==> config.mk <==
export PLATFORM = sky130hd
export DESIGN_NAME = sa_tile_scheduler
export DESIGN_NICKNAME = d
export VERILOG_FILES = /design/src/rtl/sa_tile_scheduler.sv
export SDC_FILE = /design/constraint.sdc
export NUM_CORES = 1
export LEC_CHECK = 0
export BUFFER_PORTS_ARGS = -buffer_cell sky130_fd_sc_hd__buf_2
export CORE_MARGIN = 5
export CORE_UTILIZATION = 30
export DETAILED_ROUTE_END_ITERATION = 10
export GPL_ROUTABILITY_DRIVEN = 0
export GPL_TIMING_DRIVEN = 0
export PLACE_DENSITY = 0.54
export SYNTH_ARGS = -nofsm -noshare
export SYNTH_HDL_FRONTEND = slang
export SYNTH_SLANG_ARGS = --single-unit
==> constraint.sdc <==
create_clock -name I_CLK -period 2.3 [get_ports I_CLK]
set_input_delay 0.46 -clock I_CLK [delete_from_list [all_inputs] [get_ports I_CLK]]
set_output_delay 0.46 -clock I_CLK [all_outputs]
set_load 0.02 [all_outputs]
==> src/rtl/sa_tile_scheduler.sv <==
// Tile-level sequencer: walks an M x N x K tiled product through one systolic array in m->n->k order.
// Optional RUN watchdog enabled by defining SA_SCHED_TIMEOUT_EN.
module sa_tile_scheduler #(
  parameter int TILE_CNT_W  = 8,
  parameter int TIMEOUT_CYC = 256
) (
  input  logic                  I_CLK,
  input  logic                  I_RST_N,
  input  logic                  I_START,
  input  logic [TILE_CNT_W-1:0] I_M_TILES,
  input  logic [TILE_CNT_W-1:0] I_N_TILES,
  input  logic [TILE_CNT_W-1:0] I_K_TILES,
  output logic                  O_BUSY,
  output logic                  O_DONE,
  output logic                  O_TILE_REQ,
  input  logic                  I_TILE_RDY,
  output logic [TILE_CNT_W-1:0] O_TILE_M,
  output logic [TILE_CNT_W-1:0] O_TILE_N,
  output logic [TILE_CNT_W-1:0] O_TILE_K,
  output logic                  O_SA_LOAD,
  input  logic                  I_SA_OUT_VLD,
  output logic                  O_RES_VLD,
  input  logic                  I_RES_RDY,
  output logic                  O_RES_LAST_K,
  output logic                  O_TIMEOUT_ERR
);

  typedef enum logic [2:0] {
    ST_IDLE,
    ST_FETCH,
    ST_LOAD,
    ST_RUN,
    ST_RESULT,
    ST_DONE
  } state_t;

  localparam logic [TILE_CNT_W-1:0] CNT_ONE  = TILE_CNT_W'(1);
  localparam logic [TILE_CNT_W-1:0] CNT_ZERO = '0;

  state_t                  state_q, state_d;
  logic [TILE_CNT_W-1:0]   m_cnt_q, m_cnt_d;
  logic [TILE_CNT_W-1:0]   n_cnt_q, n_cnt_d;
  logic [TILE_CNT_W-1:0]   k_cnt_q, k_cnt_d;
  logic [TILE_CNT_W-1:0]   m_idx_q, m_idx_d;
  logic [TILE_CNT_W-1:0]   n_idx_q, n_idx_d;
  logic [TILE_CNT_W-1:0]   k_idx_q, k_idx_d;
  logic                    m_last, n_last, k_last;
  logic                    to_fire;

  assign m_last = (m_idx_q == m_cnt_q - CNT_ONE);
  assign n_last = (n_idx_q == n_cnt_q - CNT_ONE);
  assign k_last = (k_idx_q == k_cnt_q - CNT_ONE);

`ifdef SA_SCHED_TIMEOUT_EN
  localparam int              TO_W     = $clog2(TIMEOUT_CYC + 1);
  localparam logic [TO_W-1:0] TO_LIMIT = TO_W'(TIMEOUT_CYC - 1);

  logic [TO_W-1:0] to_cnt_q, to_cnt_d;
  logic            to_err_q, to_err_d;

  // Fires on the TIMEOUT_CYC-th RUN cycle, counted from RUN entry.
  assign to_fire = (to_cnt_q == TO_LIMIT);

  always_ff @(posedge I_CLK or negedge I_RST_N) begin
    if (!I_RST_N) begin
      to_cnt_q <= '0;
      to_err_q <= 1'b0;
    end else begin
      to_cnt_q <= to_cnt_d;
      to_err_q <= to_err_d;
    end
  end

  always_comb begin
    to_cnt_d = to_cnt_q;
    to_err_d = to_err_q;
    if (state_q == ST_IDLE && I_START) begin
      to_err_d = 1'b0;
    end
    if (state_q == ST_LOAD) begin
      to_cnt_d = '0;
    end else if (state_q == ST_RUN) begin
      to_cnt_d = to_cnt_q + TO_W'(1);
      if (!I_SA_OUT_VLD && to_fire) begin
        to_err_d = 1'b1;
      end
    end
  end

  assign O_TIMEOUT_ERR = to_err_q;
`else
  assign to_fire       = 1'b0;
  assign O_TIMEOUT_ERR = 1'b0;
`endif

  always_ff @(posedge I_CLK or negedge I_RST_N) begin
    if (!I_RST_N) begin
      state_q <= ST_IDLE;
      m_cnt_q <= '0;
      n_cnt_q <= '0;
      k_cnt_q <= '0;
      m_idx_q <= '0;
      n_idx_q <= '0;
      k_idx_q <= '0;
    end else begin
      state_q <= state_d;
      m_cnt_q <= m_cnt_d;
      n_cnt_q <= n_cnt_d;
      k_cnt_q <= k_cnt_d;
      m_idx_q <= m_idx_d;
      n_idx_q <= n_idx_d;
      k_idx_q <= k_idx_d;
    end
  end

  always_comb begin
    state_d = state_q;
    m_cnt_d = m_cnt_q;
    n_cnt_d = n_cnt_q;
    k_cnt_d = k_cnt_q;
    m_idx_d = m_idx_q;
    n_idx_d = n_idx_q;
    k_idx_d = k_idx_q;
    unique case (state_q)
      ST_IDLE: begin
        if (I_START) begin
          m_cnt_d = I_M_TILES;
          n_cnt_d = I_N_TILES;
          k_cnt_d = I_K_TILES;
          m_idx_d = '0;
          n_idx_d = '0;
          k_idx_d = '0;
          if (I_M_TILES == CNT_ZERO || I_N_TILES == CNT_ZERO || I_K_TILES == CNT_ZERO) begin
            state_d = ST_DONE;
          end else begin
            state_d = ST_FETCH;
          end
        end
      end
      ST_FETCH: begin
        if (I_TILE_RDY) begin
          state_d = ST_LOAD;
        end
      end
      ST_LOAD: begin
        state_d = ST_RUN;
      end
      ST_RUN: begin
        if (I_SA_OUT_VLD) begin
          state_d = ST_RESULT;
        end else if (to_fire) begin
          state_d = ST_DONE;
        end
      end
      ST_RESULT: begin
        // Indices only move on the handshake so they stay stable under backpressure.
        if (I_RES_RDY) begin
          k_idx_d = k_last ? CNT_ZERO : k_idx_q + CNT_ONE;
          if (k_last) begin
            n_idx_d = n_last ? CNT_ZERO : n_idx_q + CNT_ONE;
          end
          if (k_last && n_last) begin
            m_idx_d = m_last ? CNT_ZERO : m_idx_q + CNT_ONE;
          end
          state_d = (k_last && n_last && m_last) ? ST_DONE : ST_FETCH;
        end
      end
      ST_DONE: begin
        state_d = ST_IDLE;
      end
      default: begin
        state_d = ST_IDLE;
      end
    endcase
  end

  assign O_BUSY       = (state_q != ST_IDLE);
  assign O_DONE       = (state_q == ST_DONE);
  assign O_TILE_REQ   = (state_q == ST_FETCH);
  assign O_SA_LOAD    = (state_q == ST_LOAD);
  assign O_RES_VLD    = (state_q == ST_RESULT);
  assign O_RES_LAST_K = (state_q == ST_RESULT) && k_last;
  assign O_TILE_M     = m_idx_q;
  assign O_TILE_N     = n_idx_q;
  assign O_TILE_K     = k_idx_q;

endmodule

==> impl_metrics.ini <==
[timing]
setup_violations = 25
slew_violations = 0
tightest_slew_ns = 0.5841
min_period_ns = 2.596
hold_viol = 0
setup_ws_ns = -0.2958
post-route-period-util_pct = 112.9
holdWs_ns = 0.1292
fmax_mhz = 385.2
relSlewSlack_pct = 61.06
grt_setup_unrepaired = true
skew_ns = 0.01307

[clock_tree]
cts_max_path_buffers = 2
insertion_delay_ns = 0.31
cts_tree = done
cts_sinks = 51
clkTransAtPathRegs_ns = 0.10
cts_root_buf = clkbuf_8
cts_hold_buf = 0
cts_buffers = 5
h-tree-depth = 2

[route]
vias_per_cell = 5.279
drt-total-wl_um = 9844
drc = 0
dr.pass1.iters = 4
dr_total_vias = 3067
ant_nets = 0
wl_per_cell_um = 16.94
drt_iter0_drc = 115

[worst_setup_path]
cp_max_fo = 3
slowest_stage = dfrtp_1
critPathKind = register to output pin
startpoint_type = register
cpPeakStageDelay_ns = 0.38
end_kind = output pin
cp.arrival_ns = 2.14
cp.required_ns = 1.84
cp_cell_sequence = inv_2 > ha_4 > nor3b_4 > buf_4 > or3_1 > a41o_1 > nand2_1 > and3_4 > buf_6
worst_r2r_path_depth = 12

[power_and_ir_drop]
combPwrFrac_pct = 50.3
p_per_area_nw_per_um2 = 1047
p_int_mw = 2.656
p_seq_share_pct = 32.9
p_leak_nw = 1.864
switchingPower_mw = 1.829
switching_share_pct = 40.78
ir_drop_mv = 0.3428
p_total_mw = 4.485
pwr-share-clk_pct = 16.8

[global_routing]
grt_pass1_vias = 3078
grt_max_degree = 52
track_usage_pct = 14.70
gr-total-overflow = 0
grt_antenna_before_repair = 0
grt_pass1_wl_um = 15490

[floorplan]
row_count = 38
fp.dieH_um = 114.1
die_area_um2 = 13030
die_x_um = 114.1
io_pins = 61
initial_utilization_pct = 30.27
core_area_um2 = 10750

[synthesis]
synth_fa_ha_area_share_pct = 2.308
avgSynthCellArea_um2 = 9.295
ys_seq_area_share_pct = 39.23
synth_top_family_by_area = simple AND/OR/NAND/NOR gates
synth_nets = 386
synth-warning-count = 0
netlist_instances = 350
synth_compound_area_share_pct = 16.04
synth-xor-area-share_pct = 8.308
synthSimpleGateAreaFrac_pct = 22.62
synth_cell_type_count = 59
synth_seq_cells = 51
yosys-top-cells-count = dfrtp_1, nand2_1, inv_1, a21oi_1, xor2_1
netlist_area_um2 = 3253
synth_top_area_cell = dfrtp_1
synth_ff_type = dfrtp_1
synth.area.top_cells = dfrtp_1, mux2_2, xor2_1
synth_edf_count = 0
synthMuxAreaShare_pct = 6.192
synthMostInstantiatedCell = dfrtp_1
synth_top_area_share_pct = 39.23
async_flop_share_pct = 100.0

[outcome]
violations = negative setup slack
status = finished, violations left

[placed_design]
dp_hpwl_um = 6832
dp_slack_ns = -0.4934
portBuffers = 59
placed_cell_area_um2 = 3736

[worst_hold_path]
min_path_type = primary input to async pin

[final_layout]
drive_above_1_share_pct = 37.64
stdcell_area_um2 = 4283
syn2layout_area_growth_pct = 31.65
utilization_pct = 39.86
diodes = 0
fin_nets = 476

[run]
cap_viol_max_count = 0
==> critical path, delay by kind of cell (launching register included) <==
family / cells / cell delay, ns
AO/OA/AOI/OAI: 1 / 0.23
adder cells (fa/ha/maj): 1 / 0.16
buffers and inverters: 3 / 0.33
flip-flops: 1 / 0.38
AND/OR/NAND/NOR: 4 / 0.72
==> through the flow <==
stage	TNS, ns	cells
after global placement	-7.876	549
after floorplan	-0.5110	350
after detailed placement	-9.345	549
after CTS	-4.344	575
after global routing	-7.492	581
final	-4.760	581
==> final timing paths <==
kind | from | to | slack (ns)
hold / removal | I_RST_N | n_cnt_q[4]$_DFFE_PN0P_ | 0.13
setup / recovery | k_cnt_q[0]$_DFFE_PN0P_ | O_RES_LAST_K | -0.30
setup reg to reg | n_cnt_q[0]$_DFFE_PN0P_ | O_TILE_M[5]$_DFFE_PN0P_ | -0.28
min in group I_CLK | I_N_TILES[4] | n_cnt_q[4]$_DFFE_PN0P_ | 0.37
hold reg to reg | m_cnt_q[7]$_DFFE_PN0P_ | m_cnt_q[7]$_DFFE_PN0P_ | 0.54
max in group asynchronous | I_RST_N | n_cnt_q[2]$_DFFE_PN0P_ | 1.61
==> metal layers <==
layer  share of wire (%)  vias up  routed length, µm  track usage, %
met5                   0        -                  0               0
met4                 1.4        0                134           3.959
met3                 5.2       16                514           2.854
met2                  50       78               4876           24.75
met1                  44     1511               4318           19.31
li1                    -     1462                  -               -
==> cell usage in the layout, fill, tap and decap left out, types with 4 or more instances in the layout <==
| cell | n |
|---|---|
| o22ai_1 | 5 |
| xor2_1 | 18 |
| ha_1 | 4 |
| buf_6 | 8 |
| and3_1 | 6 |
| or3_1 | 6 |
| a21oi_1 | 12 |
| buf_2 | 62 |
| clkbuf_1 | 7 |
| xnor2_1 | 11 |
| nor3_1 | 7 |
| nor2_1 | 11 |
| or4_1 | 5 |
| inv_1 | 18 |
| o21ai_0 | 14 |
| buf_4 | 20 |
| mux2_2 | 16 |
| nor4_1 | 6 |
| dfrtp_1 | 49 |
| nand3_1 | 13 |
| clkbuf_8 | 5 |
| inv_2 | 4 |
| nand2b_1 | 4 |
| a31oi_1 | 7 |
| o31ai_2 | 4 |
| nand4_1 | 9 |
| a21oi_2 | 9 |
| nand2_1 | 32 |
==> cell families (layout without fill, tap and decap cells) <==
group                      count (synthesis)  count (layout)
adders and majority gates                  6               6
and+or+nand+nor                          127             127
other                                      1               1
xor gates and xnor gates                  30              30
buffers and inverters                     39             130
AOI/OAI and AO/OA                         78              78
muxes                                     18              18
DFF                                       51              51
==> registers in the layout, summed over array words and instances, names as in the netlist <==
name / flops
O_TILE_K: 8
O_TILE_M: 8
O_TILE_N: 8
k_cnt_q: 8
m_cnt_q: 8
n_cnt_q: 8
state_q: 3
==> power groups by stage <==
stage | registers (mW) | clock network (mW) | logic, mW
detailed placement | 1.49 | 0 | 1.78
CTS | 1.46 | 0.765 | 2.09
global route | 1.51 | 0.807 | 2.48
finish | 1.48 | 0.754 | 2.25
global placement | 1.47 | 0 | 1.74
floorplan | 1.42 | 0 | 1.39
==> cell type report <==
| type | count | area (µm²) |
|---|---|---|
| Buffer | 16 | 100.1 |
| Timing Repair Buffer | 84 | 520.5 |
| Clock buffer | 6 | 72.57 |
| Inverter | 22 | 82.58 |
| Tap cell | 140 | 175.2 |
| Multi-Input combinational cell | 260 | 1993 |
| Sequential cell | 51 | 1279 |
| Clock inverter | 2 | 60.06 |
| Fill cell | 1113 | 6462 |
==> timing repair <==
action | in CTS | in global routing
cloned | 1 | 1
pin swaps | 7 | 14
resized for setup | 37 | 19
setup buffers | 17 | 5
endpoints found under the setup margin | 37 | 30
(Power assumes the default switching activity.)
